===== config.mk =====
export PLATFORM = sky130hd
export DESIGN_NAME = pipeline_sequencer
export DESIGN_NICKNAME = d
export VERILOG_FILES = /design/src/rtl/pipeline_sequencer.sv
export SDC_FILE = /design/constraint.sdc
export NUM_CORES = 1
export LEC_CHECK = 0
export BUFFER_PORTS_ARGS = -buffer_cell sky130_fd_sc_hd__buf_4
export CORE_MARGIN = 8
export CORE_UTILIZATION = 50
export CTS_CLUSTER_DIAMETER = 40
export DETAILED_ROUTE_END_ITERATION = 8
export PLACE_DENSITY = 0.83
export SYNTH_ARGS = -nofsm -noshare
export SYNTH_HDL_FRONTEND = slang
export SYNTH_SLANG_ARGS = --single-unit

===== constraint.sdc =====
create_clock -name clock -period 4.4 [get_ports clock]
set_input_delay 0.22 -clock clock [delete_from_list [all_inputs] [get_ports clock]]
set_output_delay 0.22 -clock clock [all_outputs]
set_load 0.05 [all_outputs]

===== src/rtl/pipeline_sequencer.sv =====
// ---------------------------------------------------------------------------
// pipeline_sequencer
//
// Central stall/flush controller for the 5-stage pipeline. Every cycle it
// decides which pipeline registers hold (stall_at_*) and which load a bubble
// (bubble_at_*), selects the next PC source and tracks the privilege bit.
// A small FSM arbitrates the single memory port between I-cache and D-cache
// refills, and a saturating counter counts cycles in which fetch is stalled.
//
// Ports:
//   clock, reset_n            rising-edge clock, asynchronous active-low reset
//   dec_rs, dec_rt            source registers of the instruction in ID
//   dec_uses_rt               ID instruction reads rt
//   ex_memRead, ex_rt         load in EX and its destination register
//   branch_taken              branch resolved taken in EX
//   exception_at_wb           exception retiring in WB
//   iret_at_wb                iret retiring in WB
//   ic_miss, dc_miss          I-cache miss in IF / D-cache miss in MEM
//   mem_ack                   memory port refill complete (one-cycle pulse)
//   mem_req, mem_grant_dc     memory port request / D-cache owns transfer
//   stall_at_*                hold PC / if_id / id_ex / ex_mem
//   bubble_at_*               zero if_id / id_ex / ex_mem / mem_wb
//   pc_sel                    0 seq, 1 branch, 2 exception vector, 3 iret
//   privilege                 1 = supervisor
//   stall_cycles              saturating count of fetch-stall cycles
// ---------------------------------------------------------------------------
module pipeline_sequencer #(
  parameter int CNT_W = 16
) (
  input  logic             clock,
  input  logic             reset_n,
  input  logic [4:0]       dec_rs,
  input  logic [4:0]       dec_rt,
  input  logic             dec_uses_rt,
  input  logic             ex_memRead,
  input  logic [4:0]       ex_rt,
  input  logic             branch_taken,
  input  logic             exception_at_wb,
  input  logic             iret_at_wb,
  input  logic             ic_miss,
  input  logic             dc_miss,
  input  logic             mem_ack,
  output logic             mem_req,
  output logic             mem_grant_dc,
  output logic             stall_at_fetch,
  output logic             stall_at_decode,
  output logic             stall_at_exec,
  output logic             stall_at_mem,
  output logic             bubble_at_decode,
  output logic             bubble_at_exec,
  output logic             bubble_at_mem,
  output logic             bubble_at_wb,
  output logic [1:0]       pc_sel,
  output logic             privilege,
  output logic [CNT_W-1:0] stall_cycles
);

  typedef enum logic [1:0] {
    IDLE  = 2'd0,
    IFILL = 2'd1,
    DFILL = 2'd2,
    DRAIN = 2'd3
  } mem_state_e;

  localparam logic [CNT_W-1:0] CNT_ONE = {{(CNT_W-1){1'b0}}, 1'b1};
  localparam logic [CNT_W-1:0] CNT_MAX = {CNT_W{1'b1}};

  mem_state_e       state_q, state_d;
  logic             mem_req_q, mem_req_d;
  logic             grant_dc_q, grant_dc_d;
  logic             privilege_q, privilege_d;
  logic [CNT_W-1:0] stall_cycles_q, stall_cycles_d;

  logic flush;
  logic load_use;

  assign flush    = exception_at_wb | iret_at_wb;
  assign load_use = ex_memRead && (ex_rt != 5'd0) &&
                    ((ex_rt == dec_rs) || (dec_uses_rt && (ex_rt == dec_rt)));

  // Stall / bubble / pc_sel decode, highest priority first.
  // NOTE: every output gets a default before any branch so no latch is inferred.
  always_comb begin
    stall_at_fetch   = 1'b0;
    stall_at_decode  = 1'b0;
    stall_at_exec    = 1'b0;
    stall_at_mem     = 1'b0;
    bubble_at_decode = 1'b0;
    bubble_at_exec   = 1'b0;
    bubble_at_mem    = 1'b0;
    bubble_at_wb     = 1'b0;
    pc_sel           = 2'd0;
    if (flush) begin
      bubble_at_decode = 1'b1;
      bubble_at_exec   = 1'b1;
      bubble_at_mem    = 1'b1;
      bubble_at_wb     = 1'b1;
      pc_sel           = exception_at_wb ? 2'd2 : 2'd3;
    end else if (dc_miss || (state_q == DFILL)) begin
      // Whole pipe freezes; WB retires a bubble while MEM waits for data.
      stall_at_fetch  = 1'b1;
      stall_at_decode = 1'b1;
      stall_at_exec   = 1'b1;
      stall_at_mem    = 1'b1;
      bubble_at_wb    = 1'b1;
    end else begin
      if (load_use) begin
        stall_at_fetch  = 1'b1;
        stall_at_decode = 1'b1;
        bubble_at_exec  = 1'b1;
      end else if (branch_taken) begin
        bubble_at_decode = 1'b1;
        bubble_at_exec   = 1'b1;
        pc_sel           = 2'd1;
      end
      // Fetch starvation ORs onto the hazard/branch decisions.
      if (ic_miss || (state_q == IFILL) || (state_q == DRAIN)) begin
        stall_at_fetch   = 1'b1;
        bubble_at_decode = 1'b1;
      end
      // Holding and zeroing if_id are contradictory; the bubble wins.
      if (bubble_at_decode) stall_at_decode = 1'b0;
    end
  end

  // Memory port arbitration. DRAIN finishes a cancelled transfer so the
  // memory side never sees an abandoned request; its data is discarded.
  always_comb begin
    state_d = state_q;
    unique case (state_q)
      IDLE: begin
        if (dc_miss && !flush)                           state_d = DFILL;
        else if (ic_miss && !flush && !branch_taken)     state_d = IFILL;
      end
      IFILL: begin
        if (mem_ack)                                     state_d = IDLE;
        else if (flush || branch_taken)                  state_d = DRAIN;
      end
      DFILL: begin
        if (mem_ack)                                     state_d = IDLE;
        else if (flush)                                  state_d = DRAIN;
      end
      DRAIN: begin
        if (mem_ack)                                     state_d = IDLE;
      end
      default:                                           state_d = IDLE;
    endcase

    mem_req_d  = (state_d != IDLE);
    // DRAIN keeps the owner of the transfer it is completing.
    grant_dc_d = (state_d == DFILL) ||
                 ((state_d == DRAIN) && ((state_q == DFILL) ||
                                         ((state_q == DRAIN) && grant_dc_q)));

    if (exception_at_wb)  privilege_d = 1'b1;
    else if (iret_at_wb)  privilege_d = 1'b0;
    else                  privilege_d = privilege_q;

    if (stall_at_fetch && (stall_cycles_q != CNT_MAX))
      stall_cycles_d = stall_cycles_q + CNT_ONE;
    else
      stall_cycles_d = stall_cycles_q;
  end

  // NOTE: sequential state uses non-blocking assignments so all flops update together.
  always_ff @(posedge clock or negedge reset_n) begin
    if (!reset_n) begin
      state_q        <= IDLE;
      mem_req_q      <= 1'b0;
      grant_dc_q     <= 1'b0;
      privilege_q    <= 1'b1;
      stall_cycles_q <= '0;
    end else begin
      state_q        <= state_d;
      mem_req_q      <= mem_req_d;
      grant_dc_q     <= grant_dc_d;
      privilege_q    <= privilege_d;
      stall_cycles_q <= stall_cycles_d;
    end
  end

  assign mem_req      = mem_req_q;
  assign mem_grant_dc = grant_dc_q;
  assign privilege    = privilege_q;
  assign stall_cycles = stall_cycles_q;

endmodule

==> load_flow_metrics.sql, run 1 <==
INSERT INTO impl_metrics (metric_group, metric, value, unit) VALUES
('clocking', 'clk_pin_slew', '0.12', 'ns'),
('final_layout', 'fillers', '197', ''),
('final_layout', 'area.sequential', '526.8', 'um^2'),
('floorplan', 'core_area', '2432', 'um^2'),
('sta', 'relSlewSlack', '42.33', '%'),
('placement', 'place_hpwl', '2537', 'um'),
('sta', 'finalSetupTns', '0', 'ns'),
('synth', 'yosys_warnings', '0', ''),
('power_and_ir_drop', 'max-vdd-ir-drop', '0.0003844', 'V'),
('sta', 'rsz0062_at_grt', 'false', ''),
('floorplan', 'die_height', '66.10', 'um'),
('final_layout', 'layout.core_utilization', '69.50', '%'),
('detailed_routing', 'detail_route.iter0.violations', '72', ''),
('sta', 'achievable-frequency', '453.3', 'MHz'),
('sta', 'timing.final.crit_share', '50.13', '%'),
('clocking', 'tritoncts_clock_tree', 'done', ''),
('final_layout', 'finalNetCount', '215', ''),
('critical_path', 'worstPathRequired', '4.63', 'ns'),
('final_layout', 'num_antenna_cells', '0', ''),
('critical_path', 'critical_path_peak_fanout', '11', ''),
('power_and_ir_drop', 'comb_power_share', '48.4', '%'),
('sta', 'maxSlewViolCount', '0', ''),
('hold_path', 'worst_hold_path.endpoint', 'privilege', ''),
('floorplan', 'initial_utilization', '51.59', '%'),
('detailed_routing', 'detailedRoute.firstPassIterationCount', '4', ''),
('critical_path', 'worst_setup_path_start_kind', 'flip-flop', ''),
('critical_path', 'worst_reg2reg_startpoint', 'stall_cycles[0]', ''),
('global_routing', 'grt_start_max_net_pins', '22', ''),
('detailed_routing', 'wl_per_cell', '14.86', 'um'),
('hold_path', 'holdCritStartpoint', 'exception_at_wb', ''),
('global_routing', 'grt_pass1_wl', '5133', 'um'),
('power_and_ir_drop', 'p_seq_share', '39.0', '%'),
('global_routing', 'grt_util_all_layers', '14.84', '%'),
('clocking', 'ctsHtreeMaxLevel', '1', ''),
('floorplan', 'num_io_pins', '54', ''),
('critical_path', 'worstSetupPathType', 'reg -> reg', ''),
('sta', 'crit_path_setup_slack_layout', '2.194', 'ns'),
('sta', 'timing.final.crit_period', '2.206', 'ns'),
('detailed_routing', 'overall_routed_net_length', '3239', 'um'),
('floorplan', 'die_width', '66.10', 'um'),
('synth', 'syn_avg_cell_area', '9.296', 'um^2'),
('synth', 'count_of_flip_flops_with_a_built_in_enable_after_synthesis', '0', ''),
('power_and_ir_drop', 'cell_internal_pwr', '0.0003884', 'W'),
('critical_path', 'critical_path_arrival', '2.44', 'ns'),
('clocking', 'clk_path_buf_depth', '2', ''),
('critical_path', 'timing.rr.end', 'stall_cycles[11]', ''),
('global_routing', 'grt_antenna_before_repair', '0', ''),
('clocking', 'worstSkewPairLatency', '0.31', 'ns'),
('power_and_ir_drop', 'power.share.clock', '12.6', '%'),
('synth', 'netlist_area', '1255', 'um^2'),
('final_layout', 'multi_input_comb_area', '664.4', 'um^2'),
('hold_path', 'min_path_cells', '2', ''),
('sta', 'clock_skew', '0.008837', 'ns'),
('power_and_ir_drop', 'power.static_leakage', '0.7971', 'nW'),
('synth', 'ys_dominant_reg_cell', 'dfrtp_1', ''),
('job', 'max_cap_viol_count', '0', ''),
('power_and_ir_drop', 'power_density', '436.9', 'nW/um^2'),
('clocking', 'cts_made_buffers', '3', ''),
('final_layout', 'drive_gt1_share', '34.04', '%'),
('sta', 'max_slew.worst_pin.slew', '0.8650', 'ns'),
('synth', 'synth_sequential_area_ratio', '41.97', '%'),
('sta', 'final_hold_viol_count', '0', ''),
('synth', 'synth_cell_types', '37', ''),
('sta', 'setup_violations', '0', ''),
('placement', 'portBuffers', '53', ''),
('final_layout', 'area_delta_synth_final', '34.70', '%'),
('synth', 'ys_seq_elements', '21', ''),
('status', 'outcome', 'complete, no violations', ''),
('floorplan', 'die_area', '4369', 'um^2'),
('critical_path', 'end_kind', 'flip-flop', ''),
('placement', 'place_congestion', '0.9150', '');
[metrics by stage]
stage / std cells / total power (W) / hold WS, ns / instance area [um^2]
floorplan: 135 / 0.0005265 / -0.07559 / 1255
global placement: 213 / 0.0006404 / 0.1169 / 1653
finish: 218 / 0.0007386 / 0.1078 / 1690
global route: 218 / 0.0007778 / 0.09726 / 1690
detailed placement: 213 / 0.0006515 / 0.1217 / 1653
CTS: 218 / 0.0007480 / 0.09394 / 1690
[cells in the mapped netlist (all sizes together), types with 3 or more instances]
master / n / area, um^2
dfrtp: 20 / 500.5
xnor2: 14 / 122.6
nand2: 11 / 41.29
nor2: 11 / 41.29
nand3: 10 / 50.05
xor2: 10 / 87.58
nor3: 8 / 40.04
inv: 7 / 26.28
a21oi: 6 / 30.03
nor4: 5 / 37.53
buf: 4 / 33.78
o21ai: 4 / 20.02
or2: 3 / 21.28
[repair_timing]
action / CTS / global route
hold endpoints to repair: 20 / 0
setup buffers: 0 / 0
hold buffers: 1 / 0
setup endpoints to repair: 0 / 0
[power by group through the flow]
stage / clock (W) / combinational [W] / sequential (W)
floorplan: 0 / 0.000110 / 0.000416
global placement: 0 / 0.000354 / 0.000286
detailed placement: 0 / 0.000361 / 0.000290
CTS: 0.0000981 / 0.000363 / 0.000287
global route: 0.000104 / 0.000378 / 0.000296
finish: 0.0000932 / 0.000357 / 0.000288
[registers in the layout, indices dropped and copies added (netlist names)]
name	count
stall_cycles	16
state_q	2
mem_grant_dc	1
mem_req	1
privilege	1
[cells by family after synthesis]
| kind of cell | synth area share (%) |
|---|---|
| flip-flops | 41.97 |
| AO/OA/AOI/OAI | 10.47 |
| adder cells (fa/ha/maj) | 0.9968 |
| AND/OR/NAND/NOR | 22.93 |
| multiplexers | 1.794 |
| XOR/XNOR | 16.75 |
| buffers and inverters | 5.085 |
[placed cells by master, fill, tap and decap left out, drive strengths merged, types with 2 or more instances in the layout]
cell    count
buf        53
dfrtp      20
xnor2      14
nand2      11
nor2       11
nand3      10
xor2       10
nor3        8
inv         7
a21oi       6
nor4        5
o21ai       4
clkbuf      3
or2         3
nand4       2
and3        2
or4         2
mux2        2
[worst max path at each step]
stage	from	cells after the start	end	slack, ns
finish	stall_cycles[0]	7	stall_cycles[11]	2.19
global route	stall_cycles[0]	7	stall_cycles[11]	1.95
CTS	stall_cycles[0]	7	stall_cycles[11]	2.16
detailed placement	iret_at_wb	6	stall_cycles[11]	2.19
global placement	iret_at_wb	6	stall_cycles[11]	2.24
floorplan	ex_rt[4]	5	stall_at_decode	1.68
[layer usage]
layer | share of wire, % | track usage, % | wire (um) | up-vias
li1 | - | - | - | 573
met1 | 44 | 18.36 | 1422 | 538
met2 | 47 | 23.76 | 1515 | 42
met3 | 8.8 | 4.237 | 285 | 2
met4 | 0.49 | 5.600 | 16 | 0
met5 | 0 | 0 | 0 | -
[final cells by class]
type                       count  share of cell area [%]
inverter                       7                   1.554
tap                           30                   2.221
multi-input combinational    102                   39.30
clock buffer                   3                   1.332
timing repair buffer          54                   24.13
sequential                    21                   31.16
clock inverter                 1                  0.2961
[worst max-delay path, stage by stage (launching register included)]
cell,delay [ns]
dfrtp_1,0.45
ha_1,0.25
nand4_1,0.19
nor3_1,0.07
a221oi_1,0.32
nand2_1,0.32
nor4_1,0.34
xor2_1,0.18
(Power assumes the default switching activity.)
==> run 2, diff against run 1 <==
Settings changed: CORE_UTILIZATION 50 to 47, PLACE_DENSITY 0.83 to 0.79.
Clock period 4.4 ns to 2.1 ns, I/O delays scaled along.
==> run 2 against run 1 <==
  * Critical path depth unchanged
  * Critical path type unchanged
  * Power increased by 110%
  * Die area increased by 4.8%
  * Core utilization increased by 0.82 points
  * First-iteration DRC count increased by 25%
==> load_flow_metrics.sql, run 2 (synthesized netlist as in run 1, its figures left out) <==
INSERT INTO impl_metrics (metric_group, metric, value, unit) VALUES
('sta', 'crit_path_setup_slack_layout', '0.08434', 'ns'),
('final_layout', 'num_antenna_cells', '0', ''),
('global_routing', 'global_route_track_usage_on_met1', '16.55', '%'),
('clocking', 'cts.repair_timing.setup_buffer_count', '0', ''),
('power_and_ir_drop', 'max-vdd-ir-drop', '0.001129', 'V'),
('critical_path', 'worstSetupPathType', 'reg -> reg', ''),
('final_layout', 'final-instance-count-excl-fill', '223', ''),
('sta', 'rsz0062_at_grt', 'true', ''),
('global_routing', 'grt_pass1_vias', '1197', ''),
('final_layout', 'area.sequential', '529.3', 'um^2'),
('floorplan', 'num_io_pins', '54', ''),
('floorplan', 'core_area', '2500', 'um^2'),
('clocking', 'worstSkewPairLatency', '0.31', 'ns'),
('critical_path', 'end_kind', 'flip-flop', ''),
('sta', 'maxSlewViolCount', '0', ''),
('sta', 'relSlewSlack', '73.17', '%'),
('global_routing', 'grt_busiest_layer', 'met2', ''),
('clocking', 'cts_made_buffers', '3', ''),
('status', 'outcome', 'complete, no violations', ''),
('power_and_ir_drop', 'power_density', '899.2', 'nW/um^2'),
('global_routing', 'globalRouteOverflowTotal', '0', ''),
('final_layout', 'fillers', '191', ''),
('sta', 'timing.final.crit_period', '2.016', 'ns'),
('critical_path', 'worstPathRequired', '2.33', 'ns'),
('detailed_routing', 'dr_total_vias', '1202', ''),
('sta', 'max_slew.worst_pin.slew', '0.4025', 'ns'),
('clocking', 'ctsHtreeMaxLevel', '1', ''),
('sta', 'timing.final.crit_share', '95.98', '%'),
('hold_path', 'min-delay-path-class', 'in -> reg', ''),
('critical_path', 'critPathLaunch', 'stall_cycles[0]', ''),
('final_layout', 'layout.cells.most_common', 'buf_4', ''),
('floorplan', 'die_area', '4580', 'um^2'),
('detailed_routing', 'post-route-drc-count', '0', ''),
('clocking', 'clockRootBuffer', 'clkbuf_4', ''),
('final_layout', 'drive_gt1_share', '38.86', '%'),
('critical_path', 'worst_reg2reg_startpoint', 'stall_cycles[0]', ''),
('detailed_routing', 'drt.antenna.violating_nets', '0', ''),
('critical_path', 'worst_setup_path_start_kind', 'flip-flop', ''),
('detailed_routing', 'detailedRoute.firstPassIterationCount', '4', ''),
('detailed_routing', 'detail_route.iter0.violations', '90', ''),
('final_layout', 'finalNetCount', '220', ''),
('global_routing', 'met3_usage', '4.636', '%'),
('placement', 'post-place-ws', '0.1040', 'ns'),
('final_layout', 'most-common-layout-cells', '57 x buf_4, 18 x dfrtp_1, 14 x xnor2_1', ''),
('final_layout', 'area_delta_synth_final', '40.08', '%'),
('floorplan', 'initial_utilization', '50.20', '%'),
('job', 'max_cap_viol_count', '0', ''),
('sta', 'achievable-frequency', '496.1', 'MHz'),
('power_and_ir_drop', 'power.static_leakage', '0.8244', 'nW'),
('global_routing', 'met2_track_utilization_from_global_routing', '25.92', '%'),
('final_layout', 'flip_flop_count_of_the_largest_register_all_copies_and_words_added', '16', ''),
('sta', 'setup_violations', '0', ''),
('detailed_routing', 'overall_routed_net_length', '3425', 'um'),
('floorplan', 'num_rows', '18', ''),
('global_routing', 'grt_antenna_before_repair', '0', ''),
('placement', 'place_congestion', '0.8392', ''),
('global_routing', 'grt_start_max_net_pins', '22', ''),
('global_routing', 'grt_util_all_layers', '14.66', '%'),
('clocking', 'tritoncts_num_sinks', '21', ''),
('hold_path', 'holdCritStartpoint', 'iret_at_wb', ''),
('placement', 'portBuffers', '53', ''),
('detailed_routing', 'wl_per_cell', '15.36', 'um'),
('sta', 'clock_skew', '0.005371', 'ns'),
('clocking', 'clk_path_buf_depth', '2', ''),
('detailed_routing', 'avgViaCountPerCell', '5.390', ''),
('clocking', 'clk_pin_slew', '0.12', 'ns'),
('floorplan', 'die_width', '67.68', 'um'),
('clocking', 'tritoncts_clock_tree', 'done', ''),
('final_layout', 'multi_input_comb_area', '689.4', 'um^2'),
('placement', 'place_hpwl', '2696', 'um'),
('final_layout', 'layout.core_utilization', '70.32', '%'),
('global_routing', 'grt_pass1_wl', '5278', 'um'),
('floorplan', 'die_height', '67.68', 'um'),
('placement', 'placedCellCount', '217', ''),
('critical_path', 'critical_path_peak_fanout', '11', ''),
('sta', 'final_hold_viol_count', '0', ''),
('critical_path', 'critical_path_arrival', '2.25', 'ns');
==> run 2: worst max-delay path, stage by stage (launching register included) <==
cell,delay [ns]
dfrtp_2,0.46
ha_1,0.24
nand4_1,0.11
nor3_1,0.06
a221oi_1,0.38
nand2_2,0.24
nor3_1,0.25
xor2_1,0.19
==> run 2: repair_timing <==
action	CTS	global route
endpoints found under the setup margin	0	7
endpoints found under the hold margin	22	0
hold buffers	2	0
resized for setup	0	5
==> run 2: layout make-up <==
class	instances	area share, %
flip-flops and latches	21	30.11
inverters	7	1.495
well taps	30	2.135
clock buffers	3	1.281
repair buffers	59	25.48
multi-input cells	102	39.22
clock inverters	1	0.2847
==> run 2: final timing paths <==
path | end | slack (ns) | cells after the start
worst max-delay path | stall_cycles[8] | 0.08 | 7
worst min-delay path | privilege | 0.05 | 3
worst max register to register | stall_cycles[8] | 0.08 | 7
worst min register to register | stall_cycles[9] | 0.53 | 1
max in group asynchronous | privilege | 1.62 | 2
min in group asynchronous | stall_cycles[13] | 0.20 | 2
==> run 2: per-layer routing <==
layer | routed length (um) | vias up | part of all wire, %
met3 | 376 | 4 | 11
met4 | 33 | 0 | 0.96
met2 | 1604 | 52 | 47
met1 | 1411 | 560 | 41
li1 | - | 586 | -
met5 | 0 | - | 0
==> run 2: metrics by stage <==
step | power [W] | hold slack [ns] | instance area (um^2) | TNS (ns)
global placement | 0.001361 | 0.002354 | 1693 | 0
floorplan | 0.001109 | -0.1906 | 1265 | 0
detailed placement | 0.001380 | 0.004145 | 1693 | 0
CTS | 0.001585 | 0.04156 | 1740 | 0
global route | 0.001665 | 0.05246 | 1758 | -0.2665
finish | 0.001581 | 0.04648 | 1758 | 0
==> run 2: power breakdown <==
group          leakage (nW)  internal, W  switching, W
registers             0.260     0.000495      0.000110
clock network        0.0177    0.0000712      0.000131
logic                 0.547     0.000263      0.000510
==> run 3, diff against run 2 <==
Settings changed: CORE_ASPECT_RATIO set to 1.75.
==> run 3 against run 2 <==
  * Hold slack got worse by 0.0028 ns
  * Setup slack improved by 0.018 ns
  * Sequential share of layout area about the same
  * Combinational power increased by 0.6%
  * Sequential cell count unchanged
  * Non-clock buffer count unchanged
  * Critical endpoint is now stall_cycles[11]
  * Sequential power decreased by 0.8%
  * Clock skew decreased by 0.0020 ns
==> load_flow_metrics.sql, run 3 (synthesized netlist as in run 1, its figures left out) <==
INSERT INTO impl_metrics (metric_group, metric, value, unit) VALUES
('detailed_routing', 'avgViaCountPerCell', '5.473', ''),
('critical_path', 'worstSetupPathType', 'reg -> reg', ''),
('final_layout', 'design_area', '1760', 'um^2'),
('sta', 'rsz0062_at_grt', 'false', ''),
('clocking', 'clk_path_buf_depth', '2', ''),
('detailed_routing', 'dr_total_vias', '1204', ''),
('sta', 'maxSlewViolCount', '0', ''),
('critical_path', 'critical_path_peak_fanout', '11', ''),
('global_routing', 'grt_util_all_layers', '15.30', '%'),
('critical_path', 'path_cells', 'ha_1, nand4_1, nor3_1, a221oi_2, nand2_2, nor4_1, xor2_1', ''),
('detailed_routing', 'wl_per_cell', '15.96', 'um'),
('detailed_routing', 'post-route-drc-count', '0', ''),
('power_and_ir_drop', 'power_density', '930.0', 'nW/um^2'),
('sta', 'setup_violations', '0', ''),
('critical_path', 'worst_reg2reg_startpoint', 'stall_cycles[0]', ''),
('sta', 'timing.final.crit_period', '1.998', 'ns'),
('detailed_routing', 'drt.antenna.violating_nets', '0', ''),
('detailed_routing', 'overall_routed_net_length', '3511', 'um'),
('sta', 'clock_skew', '0.003333', 'ns'),
('clocking', 'clockRootBuffer', 'clkbuf_8', ''),
('placement', 'portBuffers', '53', ''),
('job', 'max_cap_viol_count', '0', ''),
('critical_path', 'worst_setup_path_start_kind', 'flip-flop', ''),
('detailed_routing', 'detailedRoute.firstPassIterationCount', '4', ''),
('clocking', 'tritoncts_num_sinks', '21', ''),
('critical_path', 'end_kind', 'flip-flop', ''),
('hold_path', 'holdCritStartpoint', 'exception_at_wb', ''),
('floorplan', 'core_area', '2628', 'um^2'),
('critical_path', 'critPathLaunch', 'stall_cycles[0]', ''),
('placement', 'area_post_placement', '1697', 'um^2'),
('hold_path', 'min-delay-path-class', 'in -> reg', ''),
('final_layout', 'fillers', '238', ''),
('floorplan', 'die_width', '55.06', 'um'),
('placement', 'place_congestion', '0.7887', ''),
('final_layout', 'finalNetCount', '220', ''),
('critical_path', 'worst-path-buf-inv', '0', ''),
('clocking', 'tritoncts_clock_tree', 'done', ''),
('critical_path', 'critPathTopFamily', 'simple AND/OR/NAND/NOR gates', ''),
('detailed_routing', 'detail_route.iter0.violations', '40', ''),
('clocking', 'worstSkewPairLatency', '0.25', 'ns'),
('critical_path', 'cp_slowest_stage_delay', '0.43', 'ns'),
('placement', 'place_hpwl', '2766', 'um'),
('sta', 'final_hold_viol_count', '0', ''),
('final_layout', 'final-instance-count-excl-fill', '220', ''),
('floorplan', 'num_io_pins', '54', ''),
('clocking', 'cts_made_buffers', '3', ''),
('placement', 'placedCellCount', '215', ''),
('clocking', 'ctsHtreeMaxLevel', '1', ''),
('clocking', 'clk_pin_slew', '0.07', 'ns'),
('floorplan', 'num_rows', '25', ''),
('floorplan', 'die_height', '84.36', 'um'),
('final_layout', 'area_delta_synth_final', '40.28', '%'),
('sta', 'achievable-frequency', '500.5', 'MHz'),
('critical_path', 'critical_path_arrival', '2.18', 'ns'),
('power_and_ir_drop', 'power.static_leakage', '0.8337', 'nW'),
('sta', 'hold_slack', '0.04364', 'ns'),
('final_layout', 'flip_flop_count_of_the_largest_register_all_copies_and_words_added', '16', ''),
('critical_path', 'slowest_stage', 'dfrtp_2', ''),
('floorplan', 'initial_utilization', '47.76', '%'),
('sta', 'timing.final.crit_share', '95.15', '%'),
('final_layout', 'num_antenna_cells', '0', ''),
('sta', 'finalSetupTns', '0', 'ns'),
('global_routing', 'grt_start_max_net_pins', '22', ''),
('final_layout', 'layout.cells.most_common', 'buf_4', ''),
('final_layout', 'most-common-layout-cells', '58 x buf_4, 18 x dfrtp_1, 14 x xnor2_1', ''),
('global_routing', 'globalRouteOverflowTotal', '0', ''),
('critical_path', 'worstPathRequired', '2.28', 'ns'),
('global_routing', 'grt_pass1_vias', '1269', ''),
('floorplan', 'die_area', '4645', 'um^2'),
('final_layout', 'drive_gt1_share', '37.82', '%'),
('sta', 'max_slew.worst_pin.slew', '0.3754', 'ns'),
('clocking', 'cts.repair_timing.setup_buffer_count', '0', ''),
('global_routing', 'grt_pass1_wl', '5554', 'um'),
('power_and_ir_drop', 'max-vdd-ir-drop', '0.001010', 'V'),
('sta', 'relSlewSlack', '74.33', '%'),
('power_and_ir_drop', 'power_total', '0.001637', 'W'),
('global_routing', 'grt_antenna_before_repair', '0', ''),
('status', 'outcome', 'complete, no violations', '');
-- run 3: cell types whose count changed in the layout (fill, tap and decap cells not counted), sizes merged --
cell	before	now
dlygate4sd3	2	1
buf	57	58
clkbuf	3	4
clkinv	1	0
-- run 3: final timing paths --
| path | endpoint | slack [ns] | cells past startpoint |
|---|---|---|---|
| worst max-delay path | stall_cycles[11] | 0.10 | 7 |
| worst min-delay path | privilege | 0.04 | 2 |
| worst max register to register | stall_cycles[11] | 0.10 | 7 |
| worst min register to register | stall_cycles[15] | 0.51 | 1 |
| max in group asynchronous | privilege | 1.54 | 2 |
| min in group asynchronous | stall_cycles[10] | 0.28 | 2 |
-- run 3: timing repair --
item / CTS / global route
setup endpoints to repair: 5 / 0
gates resized for setup: 2 / 0
hold buffers: 1 / 0
hold endpoints to repair: 21 / 0
-- run 3: final cells by class --
type                       instances  area (um^2)  share of cell area [%]
multi-input combinational        102        680.7                   38.66
sequential                        21        529.3                   30.06
timing repair buffer              59        445.4                   25.30
clock buffer                       4        45.04                   2.559
tap                               27        33.78                   1.919
inverter                           7        26.28                   1.493
-- run 3: metal layers --
layer	GRT usage, %	vias up	wire [um]
met5	0	-	0
met4	5.495	0	25
met3	3.363	2	298
met2	27.36	37	1936
met1	15.89	577	1251
li1	-	588	-
-- run 3: metrics by stage --
step                util, %  worst slack [ns]
global placement      64.57            0.1869
finish                67.00            0.1019
detailed placement    64.57           0.01522
floorplan                 -           0.06727
global route          67.00          0.003458
CTS                   67.00            0.1275
-- run 3: where the power goes --
part           leakage [nW]  switching, W  internal [W]  total (W)
logic                 0.551      0.000515      0.000263   0.000778
clock network        0.0228      0.000125      0.000135   0.000259
registers             0.260      0.000104      0.000496   0.000600
total                 0.834      0.000744      0.000894    0.00164
